--- src/rtl/ps2_kbd_decoder_if.sv ---
// Keyboard decoder bus: receive-stage byte strobe in, LC-3 KBSR/KBDR view out.
interface ps2_kbd_decoder_if #(
   parameter int ERR_W = 8
);
   logic             ps2_rdy;
   logic [7:0]       ps2_byte;
   logic             ps2_err;
   logic             kbd_rd;
   logic             kbsr_rdy;
   logic [7:0]       kbdr;
   logic             kbd_ovf;
   logic [ERR_W-1:0] err_cnt;

   modport master (
      output ps2_rdy, ps2_byte, ps2_err, kbd_rd,
      input  kbsr_rdy, kbdr, kbd_ovf, err_cnt
   );

   modport slave (
      input  ps2_rdy, ps2_byte, ps2_err, kbd_rd,
      output kbsr_rdy, kbdr, kbd_ovf, err_cnt
   );
endinterface

--- src/rtl/ps2_kbd_decoder.sv ---
// PS/2 set-2 scan-code decoder: E0/F0 prefix tracking, Shift/Caps state,
// ASCII translation and a character FIFO exposed as LC-3 KBSR/KBDR.
module ps2_kbd_decoder #(
   parameter int DEPTH = 8,
   parameter int ERR_W = 8
) (
   input logic               clk,
   input logic               rst_n,
   ps2_kbd_decoder_if.slave  bus
);
   localparam int AW = (DEPTH > 2) ? $clog2(DEPTH) : 1;

   typedef enum logic [1:0] {IDLE, EXT, BRK, EXT_BRK} state_t;

   state_t           state_q, state_d;
   logic             is_make, is_brk, is_ext;
   logic             shift_l, shift_r, caps, caps_held, shift;
   logic [7:0]       lo_c, hi_c, ch;
   logic             hit, alpha, use_hi, push_req;
   logic [ERR_W-1:0] err_q;

   logic [7:0]       mem [DEPTH];
   logic [AW-1:0]    wr_ptr, rd_ptr;
   logic [AW:0]      count;
   logic             empty, full, push, pop, ovf_q;

   // ---------------- prefix FSM ----------------
   always_ff @(posedge clk or negedge rst_n) begin
      if (!rst_n) state_q <= IDLE;
      else        state_q <= state_d;
   end

   always_comb begin
      state_d = state_q;
      is_make = 1'b0;
      is_brk  = 1'b0;
      is_ext  = 1'b0;
      if (bus.ps2_rdy) begin
         if (bus.ps2_err) begin
            state_d = IDLE;
         end else begin
            case (state_q)
               IDLE: begin
                  if (bus.ps2_byte == 8'hE0)      state_d = EXT;
                  else if (bus.ps2_byte == 8'hF0) state_d = BRK;
                  else                            is_make = 1'b1;
               end
               EXT: begin
                  if (bus.ps2_byte == 8'hF0) begin
                     state_d = EXT_BRK;
                  end else begin
                     is_make = 1'b1;
                     is_ext  = 1'b1;
                     state_d = IDLE;
                  end
               end
               BRK: begin
                  is_brk  = 1'b1;
                  state_d = IDLE;
               end
               EXT_BRK: begin
                  is_brk  = 1'b1;
                  is_ext  = 1'b1;
                  state_d = IDLE;
               end
               default: state_d = IDLE;
            endcase
         end
      end
   end

   // ---------------- modifiers ----------------
   // Only non-extended codes touch modifiers, so E0 12 (fake shift) is ignored.
   always_ff @(posedge clk or negedge rst_n) begin
      if (!rst_n) begin
         shift_l   <= 1'b0;
         shift_r   <= 1'b0;
         caps      <= 1'b0;
         caps_held <= 1'b0;
      end else if ((is_make || is_brk) && !is_ext) begin
         case (bus.ps2_byte)
            8'h12: shift_l <= is_make;
            8'h59: shift_r <= is_make;
            8'h58: begin
               if (is_make && !caps_held) begin
                  caps      <= ~caps;
                  caps_held <= 1'b1;
               end else if (is_brk) begin
                  caps_held <= 1'b0;
               end
            end
            default: ;
         endcase
      end
   end

   assign shift = shift_l | shift_r;

   // ---------------- translation ----------------
   always_comb begin
      lo_c  = 8'h00;
      hi_c  = 8'h00;
      hit   = 1'b1;
      alpha = 1'b0;
      case (bus.ps2_byte)
         8'h1C: begin lo_c = 8'h61; alpha = 1'b1; end
         8'h32: begin lo_c = 8'h62; alpha = 1'b1; end
         8'h21: begin lo_c = 8'h63; alpha = 1'b1; end
         8'h23: begin lo_c = 8'h64; alpha = 1'b1; end
         8'h24: begin lo_c = 8'h65; alpha = 1'b1; end
         8'h2B: begin lo_c = 8'h66; alpha = 1'b1; end
         8'h34: begin lo_c = 8'h67; alpha = 1'b1; end
         8'h33: begin lo_c = 8'h68; alpha = 1'b1; end
         8'h43: begin lo_c = 8'h69; alpha = 1'b1; end
         8'h3B: begin lo_c = 8'h6A; alpha = 1'b1; end
         8'h42: begin lo_c = 8'h6B; alpha = 1'b1; end
         8'h4B: begin lo_c = 8'h6C; alpha = 1'b1; end
         8'h3A: begin lo_c = 8'h6D; alpha = 1'b1; end
         8'h31: begin lo_c = 8'h6E; alpha = 1'b1; end
         8'h44: begin lo_c = 8'h6F; alpha = 1'b1; end
         8'h4D: begin lo_c = 8'h70; alpha = 1'b1; end
         8'h15: begin lo_c = 8'h71; alpha = 1'b1; end
         8'h2D: begin lo_c = 8'h72; alpha = 1'b1; end
         8'h1B: begin lo_c = 8'h73; alpha = 1'b1; end
         8'h2C: begin lo_c = 8'h74; alpha = 1'b1; end
         8'h3C: begin lo_c = 8'h75; alpha = 1'b1; end
         8'h2A: begin lo_c = 8'h76; alpha = 1'b1; end
         8'h1D: begin lo_c = 8'h77; alpha = 1'b1; end
         8'h22: begin lo_c = 8'h78; alpha = 1'b1; end
         8'h35: begin lo_c = 8'h79; alpha = 1'b1; end
         8'h1A: begin lo_c = 8'h7A; alpha = 1'b1; end
         8'h16: begin lo_c = 8'h31; hi_c = 8'h21; end
         8'h1E: begin lo_c = 8'h32; hi_c = 8'h40; end
         8'h26: begin lo_c = 8'h33; hi_c = 8'h23; end
         8'h25: begin lo_c = 8'h34; hi_c = 8'h24; end
         8'h2E: begin lo_c = 8'h35; hi_c = 8'h25; end
         8'h36: begin lo_c = 8'h36; hi_c = 8'h5E; end
         8'h3D: begin lo_c = 8'h37; hi_c = 8'h26; end
         8'h3E: begin lo_c = 8'h38; hi_c = 8'h2A; end
         8'h46: begin lo_c = 8'h39; hi_c = 8'h28; end
         8'h45: begin lo_c = 8'h30; hi_c = 8'h29; end
         8'h29: begin lo_c = 8'h20; hi_c = 8'h20; end
         8'h5A: begin lo_c = 8'h0A; hi_c = 8'h0A; end
         8'h66: begin lo_c = 8'h08; hi_c = 8'h08; end
         default: hit = 1'b0;
      endcase
      if (alpha) hi_c = lo_c & 8'hDF;
   end

   assign use_hi = alpha ? (shift ^ caps) : shift;

   always_comb begin
      push_req = 1'b0;
      ch       = use_hi ? hi_c : lo_c;
      if (is_make && !is_ext) begin
         push_req = hit;
      end else if (is_make && is_ext && bus.ps2_byte == 8'h5A) begin
         push_req = 1'b1;
         ch       = 8'h0A;
      end
   end

   // ---------------- error counter ----------------
   always_ff @(posedge clk or negedge rst_n) begin
      if (!rst_n)
         err_q <= '0;
      else if (bus.ps2_rdy && bus.ps2_err && err_q != {ERR_W{1'b1}})
         err_q <= err_q + 1'b1;
   end

   // ---------------- character FIFO ----------------
   assign empty = (count == '0);
   assign full  = (count == (AW+1)'(DEPTH));
   assign pop   = bus.kbd_rd & ~empty;
   // A pop frees the slot for a same-cycle push even when full.
   assign push  = push_req & (~full | pop);

   always_ff @(posedge clk) begin
      if (push) mem[wr_ptr] <= ch;
   end

   always_ff @(posedge clk or negedge rst_n) begin
      if (!rst_n) begin
         wr_ptr <= '0;
         rd_ptr <= '0;
         count  <= '0;
         ovf_q  <= 1'b0;
      end else begin
         if (push) wr_ptr <= wr_ptr + 1'b1;
         if (pop)  rd_ptr <= rd_ptr + 1'b1;
         case ({push, pop})
            2'b10:   count <= count + 1'b1;
            2'b01:   count <= count - 1'b1;
            default: ;
         endcase
         if (push_req && !push) ovf_q <= 1'b1;
      end
   end

   assign bus.kbsr_rdy = ~empty;
   assign bus.kbdr     = empty ? 8'h00 : mem[rd_ptr];
   assign bus.kbd_ovf  = ovf_q;
   assign bus.err_cnt  = err_q;
endmodule

--- src/flat_wrapper.sv ---
// flat-port wrapper written by rule: the top's interface ports become plain ports
module ps2_kbd_decoder_flat 
#(
   parameter int DEPTH = 8,
   parameter int ERR_W = 8
)
  (clk, rst_n, bus_ps2_rdy, bus_ps2_byte, bus_ps2_err, bus_kbd_rd, bus_kbsr_rdy, bus_kbdr, bus_kbd_ovf, bus_err_cnt);
  ps2_kbd_decoder_if #(.ERR_W(ERR_W)) bus_i ();
  input logic clk;
  input logic rst_n;
  input wire logic [$bits(bus_i.ps2_rdy)-1:0] bus_ps2_rdy;
  input wire logic [$bits(bus_i.ps2_byte)-1:0] bus_ps2_byte;
  input wire logic [$bits(bus_i.ps2_err)-1:0] bus_ps2_err;
  input wire logic [$bits(bus_i.kbd_rd)-1:0] bus_kbd_rd;
  output wire logic [$bits(bus_i.kbsr_rdy)-1:0] bus_kbsr_rdy;
  output wire logic [$bits(bus_i.kbdr)-1:0] bus_kbdr;
  output wire logic [$bits(bus_i.kbd_ovf)-1:0] bus_kbd_ovf;
  output wire logic [$bits(bus_i.err_cnt)-1:0] bus_err_cnt;
  assign bus_i.ps2_rdy = bus_ps2_rdy;
  assign bus_i.ps2_byte = bus_ps2_byte;
  assign bus_i.ps2_err = bus_ps2_err;
  assign bus_i.kbd_rd = bus_kbd_rd;
  assign bus_kbsr_rdy = bus_i.kbsr_rdy;
  assign bus_kbdr = bus_i.kbdr;
  assign bus_kbd_ovf = bus_i.kbd_ovf;
  assign bus_err_cnt = bus_i.err_cnt;
  ps2_kbd_decoder #(.DEPTH(DEPTH), .ERR_W(ERR_W)) u_core (.clk(clk), .rst_n(rst_n), .bus(bus_i));
endmodule
--- config.mk ---
export PLATFORM = sky130hd
export DESIGN_NAME = ps2_kbd_decoder_flat
export DESIGN_NICKNAME = d
export VERILOG_FILES = /design/src/rtl/ps2_kbd_decoder_if.sv /design/src/rtl/ps2_kbd_decoder.sv /design/src/flat_wrapper.sv
export SDC_FILE = /design/constraint.sdc
export NUM_CORES = 1
export LEC_CHECK = 0
export CORE_MARGIN = 5
export CORE_UTILIZATION = 45
export CTS_BUF_LIST = sky130_fd_sc_hd__clkbuf_8
export DETAILED_ROUTE_END_ITERATION = 8
export DONT_BUFFER_PORTS = 1
export GPL_TIMING_DRIVEN = 0
export PLACE_DENSITY = 0.68
export SLEW_MARGIN = 20
export SYNTH_ARGS = -nofsm -noshare
export SYNTH_HDL_FRONTEND = slang
export SYNTH_SLANG_ARGS = --single-unit
--- constraint.sdc ---
create_clock -name clk -period 4.8 [get_ports clk]
set_input_delay 0.96 -clock clk [delete_from_list [all_inputs] [get_ports clk]]
set_output_delay 0.96 -clock clk [all_outputs]
set_load 0.005 [all_outputs]
==> results of run 1 <==
cell usage in the layout, fill, tap and decap left out, drive strengths merged, types with 8 or more instances in the layout:
master / netlist / routed
dfrtp: 25 / 25
edfxtp: 56 / 56
nand3: 11 / 11
mux2i: 9 / 9
nand2: 28 / 28
nor3: 8 / 8
a21oi: 12 / 12
nor3b: 9 / 9
o22ai: 8 / 8
xnor2: 16 / 16
mux4: 14 / 14
inv: 10 / 13
nor2: 29 / 29
buf: 22 / 22
clkbuf: 5 / 14
metal layers:
layer  global-route usage (%)  part of all wire [%]  vias up
met5                        0                     0        -
met4                     8.52                   3.6        0
met3                     2.99                   6.9       38
met2                     27.9                    48      140
met1                     22.3                    42     1563
li1                         -                     -     1503
area by class of cell:
class / count / area (sq um)
fill: 907 / 5180
sequential: 81 / 2310
multi-input combinational: 268 / 2130
tap: 136 / 170
buffer: 27 / 168
clock buffer: 9 / 124
clock inverter: 7 / 62.6
inverter: 10 / 37.5
sequential cells by signal (all words and copies together) (netlist names):
name and cells:
u_core.state_q 2, u_core.caps_held 1, u_core.count 4, u_core.bus.kbd_ovf 1
u_core.mem 56, u_core.rd_ptr 3, u_core.bus.err_cnt 8, u_core.wr_ptr 3
u_core.caps 1, u_core.shift_r 1, u_core.shift_l 1
power by group:
part	total [uW]	internal [uW]	switching, uW
clock network	470	236	234
logic	572	283	289
registers	914	819	95.1
cell usage after synthesis, types with 4 or more instances:
library cell / count
edfxtp_1: 56
nand2_1: 28
nor2_1: 28
dfrtp_1: 25
xnor2_1: 16
mux4_2: 14
a21oi_1: 11
nand3_1: 11
inv_1: 10
mux2i_1: 9
buf_2: 8
nor3_1: 8
nor3b_1: 8
o22ai_1: 8
nor4_1: 7
o21ai_0: 7
buf_4: 5
buf_6: 5
clkbuf_1: 5
ha_1: 5
nand2b_1: 5
nand4_1: 5
a21o_1: 4
a22oi_1: 4
and3_1: 4
and3b_1: 4
buf_1: 4
nor2b_1: 4
or3b_2: 4
xor2_1: 4
worst paths after layout:
path | from | endpoint | slack (ns) | cells past startpoint
worst max-delay path | bus_ps2_byte[6] | u_core.mem[1][4]$_DFFE_PP_ | 0.56 | 9
worst min-delay path | rst_n | u_core.count[3]$_DFFE_PN0P_ | 0.30 | 0
worst max register to register | u_core.count[1]$_DFFE_PN0P_ | u_core.count[3]$_DFFE_PN0P_ | 1.96 | 10
worst min register to register | u_core.caps$_DFFE_PN0P_ | u_core.caps$_DFFE_PN0P_ | 0.48 | 1
max in group asynchronous | rst_n | u_core.bus.err_cnt[1]$_DFFE_PN0P_ | 4.42 | 0
min in group clk | u_core.caps$_DFFE_PN0P_ | u_core.caps$_DFFE_PN0P_ | 0.48 | 1
logic make-up (layout without fill, tap and decap cells):
group	count (synthesis)	count (layout)	synth area share, %
other	1	1	0.0811
AO/OA/AOI/OAI	73	73	11.8
buffers and inverters	37	53	4.44
XOR/XNOR	20	20	3.79
flip-flops	81	81	49.9
adder cells (fa/ha/maj)	6	6	1.79
AND/OR/NAND/NOR	140	140	18.1
multiplexers	28	28	10.1
through the flow:
| stage | instances | power (uW) | setup slack (ns) | utilization [%] | instance area [sq um] |
|---|---|---|---|---|---|
| 2_1_floorplan | 386 | 1370 | 1.03 | - | 4620 |
| 3_3_place_gp | 522 | 1480 | 0.165 | 47.1 | 4790 |
| 3_5_place_dp | 522 | 1510 | 0.223 | 47.2 | 4810 |
| 4_1_cts | 538 | 1980 | 0.542 | 49.1 | 5000 |
| 5_1_grt | 538 | 2080 | 0.449 | 49.1 | 5000 |
| 6_report | 538 | 1960 | 0.555 | 49.1 | 5000 |
==> metrics.md, run 1 <==
| Metric | Value |
|---|---|
| Routed wire per std cell | `between 15 and 20 microns` |
| Syn nets | `405` |
| Io pins | `31` |
| Initial antenna violation count | `0` |
| Post-Syn Instances | `roughly 390` |
| Status | `finished clean` |
| Post-synth top area share | `between 30% and 40%` |
| Min Tclk post-route | `~4.2 ns` |
| Primary FF master, synth | `edfxtp_1` |
| Synth warn | `0` |
| Crit path capture type | `flop` |
| Worst path max stage delay | `0.93 ns` |
| Worst path cell trace | `buf_2, buf_2, nor4b_2, nand2_1, o211ai_1, a31o_2, a311o_1, o22ai_1, o32ai_1` |
| Std cell rows | `37` |
| Diodes inserted | `0` |
| Final TNS setup | `0 ns` |
| Mapped Avg Cell Area | `roughly 12 sq um` |
| Slew Limit Fails | `0` |
| Slowest cell on the critical path | `o32ai_1` |
| Largest net degree at the start of global routing | `26` |
| EDFF count, synth | `between 50 and 60` |
| Routed vias/inst | `around 6` |
| Area delta synth->final | `8.20%` |
| Clock Latency Late Sink | `0.34 ns` |
| Vias | `~3.2k` |
| HPWL Detailed | `7610 microns` |
| CTS buffer count | `9` |
| Synth area leaders | `edfxtp_1 36%, dfrtp_1 14%, mux4_2 6.8%` |
| Area leader, netlist | `edfxtp_1` |
| Sequential fraction of the synthesis area | `roughly 50%` |
| Routability congestion estimate | `approximately 1` |
| Distinct cells, synth | `80` |
| LEAKAGE | `around 0.0018 uW` |
| Hold_ws | `around 0.30 ns` |
| Clock Tree Root | `clkbuf_8` |
| CP required | `between 4 and 5 ns` |
| Synthesized cell area | `approximately 4600 sq um` |
| Period utilization | `between 80% and 90%` |
| TritonCTS clock tree | `done` |
| Number of global-route vias before repair | `3242` |
| Setup Viol. Count Final | `0` |
| Hold WC Path Type | `in2async` |
| # H-tree levels | `3` |
| Overflow after GRT | `0` |
| Critical path's top delay family | `compound AO/OA/AOI/OAI gates` |
| Final WL | `roughly 10000 microns` |
| Max-cap violations | `0` |
| Hold Buf Count CTS | `0` |
| Relative slew slack | `29.6%` |
| Initial Utilization | `a little under half` |
| CTS Buffer Depth | `2` |
| Pwr Density | `approximately 390 nW/um^2` |
| Most used cell, CP | `buf_2` |
| Initial DRT Pass Iterations | `5` |
| F_max | `236 MHz` |
| Final Hold Violating Endpoints | `0` |
| Die H | `between 100 and 150 microns` |
| Total Routing Usage GR | `between 10% and 20%` |
| WS Path Type | `in2reg` |
| WP buf/inv | `2` |
| Crit-path max FO | `10` |
| Final #Nets | `416` |
| IO Port Bufs | `0` |
| Drt drc | `0` |
| CTS sink cnt | `between 80 and 90` |
| Synth async-reset ratio | `a little under a third` |
| Clock-pin slew on the worst setup and hold paths | `0.08 ns` |
| Initial DRC count | `between 150 and 200` |
| Setup bufs post-CTS | `0` |
| Global-route wire length before repair | `~17000 microns` |
| Clock skew | `0.0115 ns` |
| Die X | `between 100 and 150 microns` |
| Peak supply drop | `0.163 mV` |
| Unrepaired setup endpoints after global routing | `no` |
| Die footprint | `about 12000 sq um` |
| CORE AREA | `between 10000 and 15000 sq um` |
| Critical path startpoint category | `primary input` |
| ANT nets after route | `0` |
| Least-Margin Pin Slew | `around 1.0 ns` |
| FF+latch count, synth | `between 80 and 90` |
| Share of cells above drive strength 1 | `~18%` |
| WP data arrival | `~4.2 ns` |
| Post-CTS Resized | `0` |
Power figures use the tool's default switching activity.
==> run 2: changes to the inputs <==
- CAP_MARGIN: default -> 20
- CTS_BUF_LIST: sky130_fd_sc_hd__clkbuf_8 -> default
==> run 2 against run 1 <==
Effect of this change:
- critical endpoint unchanged
- first-iteration DRC count stayed put
- count of clock-buffer cells in the layout is 2 higher
- via count is 0.22% higher
==> metrics.md, run 2 (synthesized netlist as in run 1, its figures left out) <==
| Metric | Value |
|---|---|
| Max reg flops | `56` |
| Share of cells above drive strength 1 | `between 10% and 20%` |
| F_max | `236 MHz` |
| Final #Nets | `416` |
| Relative slew slack | `just over 30%` |
| Final Hold Violating Endpoints | `0` |
| Final WL | `approximately 10000 microns` |
| Peak supply drop | `roughly 0.16 mV` |
| Max-cap violations | `0` |
| Fin cells | `~540` |
| Number of global-route vias before repair | `between 3k and 4k` |
| Largest net degree at the start of global routing | `26` |
| Die X | `around 110 microns` |
| Routability congestion estimate | `about 0.97` |
| Internal | `about 1300 uW` |
| Area post-placement | `between 4000 and 5000 sq um` |
| Least-Margin Pin Slew | `1.03 ns` |
| Pwr Density | `392 nW/um^2` |
| Dpl cells | `between 500 and 600` |
| Comb power frac | `between 20% and 30%` |
| Min Tclk post-route | `4.24 ns` |
| Crit-path max FO | `10` |
| Hold WC Path Type | `in2async` |
| Drt drc | `0` |
| CTS buffer count | `9` |
| Psw | `617 uW` |
| Post-Layout Inst Area | `5000 sq um` |
| Setup Viol. Count Final | `0` |
| Global-route wire length before repair | `about 17000 microns` |
| IO Port Bufs | `0` |
| Area delta synth->final | `8.20%` |
| Setup bufs post-CTS | `0` |
| ANT nets after route | `0` |
| Diodes inserted | `0` |
| TritonCTS clock tree | `done` |
| Initial antenna violation count | `0` |
| Flop pwr share | `between 40% and 50%` |
| Vias | `between 3k and 4k` |
| Initial DRT Pass Iterations | `5` |
| HPWL Detailed | `between 7000 and 8000 microns` |
| Critical path startpoint category | `primary input` |
| Largest reg by FF count | `u_core.mem` |
| Clk pwr share | `24.1%` |
| Final TNS setup | `0 ns` |
| Final Util | `~49%` |
| Clock-pin slew on the worst setup and hold paths | `~0.08 ns` |
| Io pins | `31` |
| Tot Pwr | `roughly 2000 uW` |
| CTS Buffer Depth | `2` |
| Status | `finished clean` |
| Overflow after GRT | `0` |
| Die H | `~110 microns` |
| Initial DRC count | `~180` |
| Total Routing Usage GR | `about 17%` |
| CP required | `4.79 ns` |
| Clock skew | `around 0.011 ns` |
| Slew Limit Fails | `0` |
| Hold Buf Count CTS | `0` |
| Clock Latency Late Sink | `0.34 ns` |
| WS Path Type | `in2reg` |
| Sw Ratio | `approximately a third` |
| Period utilization | `approximately nine tenths` |
| Initial Utilization | `45.4%` |
| CORE AREA | `between 10000 and 15000 sq um` |
| Clock Tree Root | `clkbuf_8` |
| Std cell rows | `37` |
| CTS sink cnt | `just over 80` |
| Reg2reg path depth | `10` |
| WP data arrival | `approximately 4.2 ns` |
| Crit path capture type | `flop` |
| Post-CTS Resized | `0` |
| Routed wire per std cell | `19.2 microns` |
| Routed vias/inst | `about 6.0` |
| Die footprint | `approximately 12000 sq um` |
| LEAKAGE | `0.00177 uW` |
| # H-tree levels | `3` |
| Commonest non-fill, non-tap cell in the layout | `edfxtp_1` |
| Unrepaired setup endpoints after global routing | `no` |
| Commonest non-fill, non-tap cells in the layout | `56 x edfxtp_1, 28 x nor2_1, 28 x nand2_1` |
run 2: cell count changes in the layout (fill, tap and decap cells not counted):
cell      before  now
clkbuf_1       5    7
inv_1         12   10
run 2: power groups by stage:
stage               logic, uW  clock network [uW]  registers [uW]
global route              642                 518             927
finish                    572                 473             914
global placement          560                   0             920
floorplan                 475                   0             899
detailed placement        577                   0             930
CTS                       580                 487             916
run 2: area by class of cell:
cell class	count	area (sq um)
Clock buffer	11	131
Fill cell	907	5180
Inverter	10	37.5
Sequential cell	81	2310
Clock inverter	5	55.1
Buffer	27	168
Tap cell	136	170
Multi-Input combinational cell	268	2130
run 2: final timing paths:
path	slack, ns	from	end
min reg2reg	0.48	u_core.caps$_DFFE_PN0P_	u_core.caps$_DFFE_PN0P_
max in group asynchronous	4.42	rst_n	u_core.shift_r$_DFFE_PN0P_
max reg2reg	1.96	u_core.count[1]$_DFFE_PN0P_	u_core.count[3]$_DFFE_PN0P_
max	0.56	bus_ps2_byte[6]	u_core.mem[1][4]$_DFFE_PP_
min	0.30	rst_n	u_core.count[3]$_DFFE_PN0P_
min in group clk	0.48	u_core.caps$_DFFE_PN0P_	u_core.caps$_DFFE_PN0P_
run 2: through the flow:
step	hold slack, ns	setup slack, ns
global route	0.269	0.449
floorplan	0.441	1.03
global placement	0.468	0.165
finish	0.302	0.556
detailed placement	0.477	0.223
CTS	0.279	0.542
run 2: worst max-delay path: stages:
cell and delay, ns:
buf_2 0.15, buf_2 0.21, nor4b_2 0.79, nand2_1 0.19, o211ai_1 0.44, a31o_2 0.19, a311o_1 0.17, o22ai_1 0.19
o32ai_1 0.93
run 2: layer usage:
metal	part of all wire (%)	up-vias	GRT usage, %
li1	-	1502	-
met1	42	1570	22.3
met2	48	143	27.9
met3	7.0	36	2.99
met4	3.6	0	8.52
met5	0	-	0
==> run 3: changes to the inputs <==
- CORE_MARGIN: 5 -> default
- GPL_ROUTABILITY_DRIVEN: default -> 0
==> run 3 against run 2 <==
Effect of this change:
- non-clock buffer count rose by 1
- clock skew is 0.0045 ns lower
- clock power shrank 0.8%
- hold slack worse by 0.0011 ns
- sequential share of layout area is essentially flat
- wire length down 3.1%
- global-route usage up 3.0 points
- fmax is 4.6% higher
==> metrics.md, run 3 (synthesized netlist as in run 1, its figures left out) <==
| Metric | Value |
|---|---|
| # H-tree levels | `3` |
| Share of cells above drive strength 1 | `about a fifth` |
| Die H | `just over 100 microns` |
| CTS buffer count | `9` |
| Relative slew slack | `approximately a quarter` |
| Initial antenna violation count | `0` |
| Max-cap violations | `0` |
| Initial DRT Pass Iterations | `6` |
| Setup Viol. Count Final | `0` |
| ANT nets after route | `0` |
| TritonCTS clock tree | `done` |
| Least-Margin Pin Slew | `between 1 and 1.5 ns` |
| Post-CTS Resized | `0` |
| Slew Limit Fails | `0` |
| Final #Nets | `~420` |
| Psw | `614 uW` |
| Min Tclk post-route | `4.06 ns` |
| Comb power frac | `29.3%` |
| Routed vias/inst | `~6.1` |
| Largest reg by FF count | `u_core.mem` |
| Unrepaired setup endpoints after global routing | `no` |
| Total Routing Usage GR | `20.2%` |
| WP data arrival | `approximately 4.0 ns` |
| Clk pwr share | `a little under a quarter` |
| Vias | `about 3.2k` |
| Clock skew | `0.00698 ns` |
| Critical path startpoint category | `primary input` |
| Flop pwr share | `about 47%` |
| Final Util | `between 50% and 60%` |
| Io pins | `31` |
| Area delta synth->final | `8.23%` |
| CP required | `~4.8 ns` |
| Hold WC Path Type | `in2async` |
| Largest net degree at the start of global routing | `26` |
| CORE AREA | `between 9000 and 10000 sq um` |
| Std cell rows | `36` |
| LEAKAGE | `roughly 0.0018 uW` |
| Diodes inserted | `0` |
| Crit path capture type | `flop` |
| Die footprint | `about 11000 sq um` |
| Die X | `roughly 100 microns` |
| Setup bufs post-CTS | `0` |
| Pwr Density | `a little under 400 nW/um^2` |
| Number of global-route vias before repair | `~3.2k` |
| F_max | `approximately 250 MHz` |
| Overflow after GRT | `0` |
| Peak supply drop | `roughly 0.17 mV` |
| HPWL Detailed | `7250 microns` |
| CTS Buffer Depth | `2` |
| Commonest non-fill, non-tap cell in the layout | `edfxtp_1` |
| Max reg flops | `56` |
| Clock-pin slew on the worst setup and hold paths | `roughly 0.08 ns` |
| Crit-path max FO | `10` |
| Sw Ratio | `approximately a third` |
| Routed wire per std cell | `between 15 and 20 microns` |
| Internal | `around 1300 uW` |
| Clock Latency Late Sink | `between 0.3 and 0.4 ns` |
| Final Hold Violating Endpoints | `0` |
| CTS sink cnt | `between 80 and 90` |
| Initial DRC count | `266` |
| Period utilization | `roughly 84%` |
| Global-route wire length before repair | `between 15000 and 20000 microns` |
| Commonest non-fill, non-tap cells in the layout | `56 x edfxtp_1, 28 x nor2_1, 28 x nand2_1` |
| Final WL | `about 10000 microns` |
| Initial Utilization | `between 40% and 50%` |
| Clock Tree Root | `clkbuf_8` |
| WS Path Type | `in2reg` |
| Final TNS setup | `0 ns` |
| Drt drc | `0` |
| IO Port Bufs | `0` |
| Hold Buf Count CTS | `0` |
| Status | `finished clean` |
| Reg2reg path depth | `10` |
[run 3: final timing paths]
kind	startpoint	to	slack (ns)
max reg2reg	u_core.count[1]$_DFFE_PN0P_	u_core.count[3]$_DFFE_PN0P_	1.97
max in group asynchronous	rst_n	u_core.bus.err_cnt[0]$_DFFE_PN0P_	4.42
min reg2reg	u_core.caps$_DFFE_PN0P_	u_core.caps$_DFFE_PN0P_	0.49
min	rst_n	u_core.count[2]$_DFFE_PN0P_	0.30
max	bus_ps2_byte[6]	u_core.mem[1][4]$_DFFE_PP_	0.74
min in group clk	u_core.caps$_DFFE_PN0P_	u_core.caps$_DFFE_PN0P_	0.49
[run 3: cell type report]
cell class,instances,area (sq um)
Inverter,10,37.5
Buffer,27,168
Clock inverter,6,58.8
Tap cell,133,166
Fill cell,833,4860
Timing Repair Buffer,1,5.00
Sequential cell,81,2310
Clock buffer,10,128
Multi-Input combinational cell,268,2130
[run 3: critical path, stage by stage]
cell	delay (ns)
buf_2	0.15
buf_2	0.20
nor4b_2	0.69
nand2_1	0.15
o211ai_1	0.38
a31o_2	0.18
a311o_1	0.15
o22ai_1	0.19
o32ai_1	0.97
[run 3: power by group through the flow]
stage / Clock [uW] / Combinational, uW / Sequential [uW]
after floorplan: 0 / 475 / 899
after global placement: 0 / 558 / 919
after detailed placement: 0 / 578 / 928
after CTS: 481 / 581 / 913
after global routing: 517 / 641 / 928
final: 469 / 572 / 912
[run 3: routing by layer]
layer,global-route usage (%),vias to the layer above,wire length [microns]
li1,-,1505,-
met1,27.4,1559,4290
met2,31.3,149,4790
met3,4.84,33,697
met4,7.80,0,252
met5,0,-,0
[run 3: through the flow]
step / instances / hold slack, ns / worst slack (ns) / cell area, sq um / power (uW)
floorplan: 386 / 0.441 / 1.03 / 4620 / 1370
global placement: 519 / 0.470 / 0.316 / 4790 / 1480
detailed placement: 519 / 0.477 / 0.456 / 4810 / 1510
CTS: 535 / 0.285 / 0.797 / 4990 / 1970
global route: 536 / 0.272 / 0.608 / 5000 / 2090
finish: 536 / 0.301 / 0.744 / 5000 / 1950
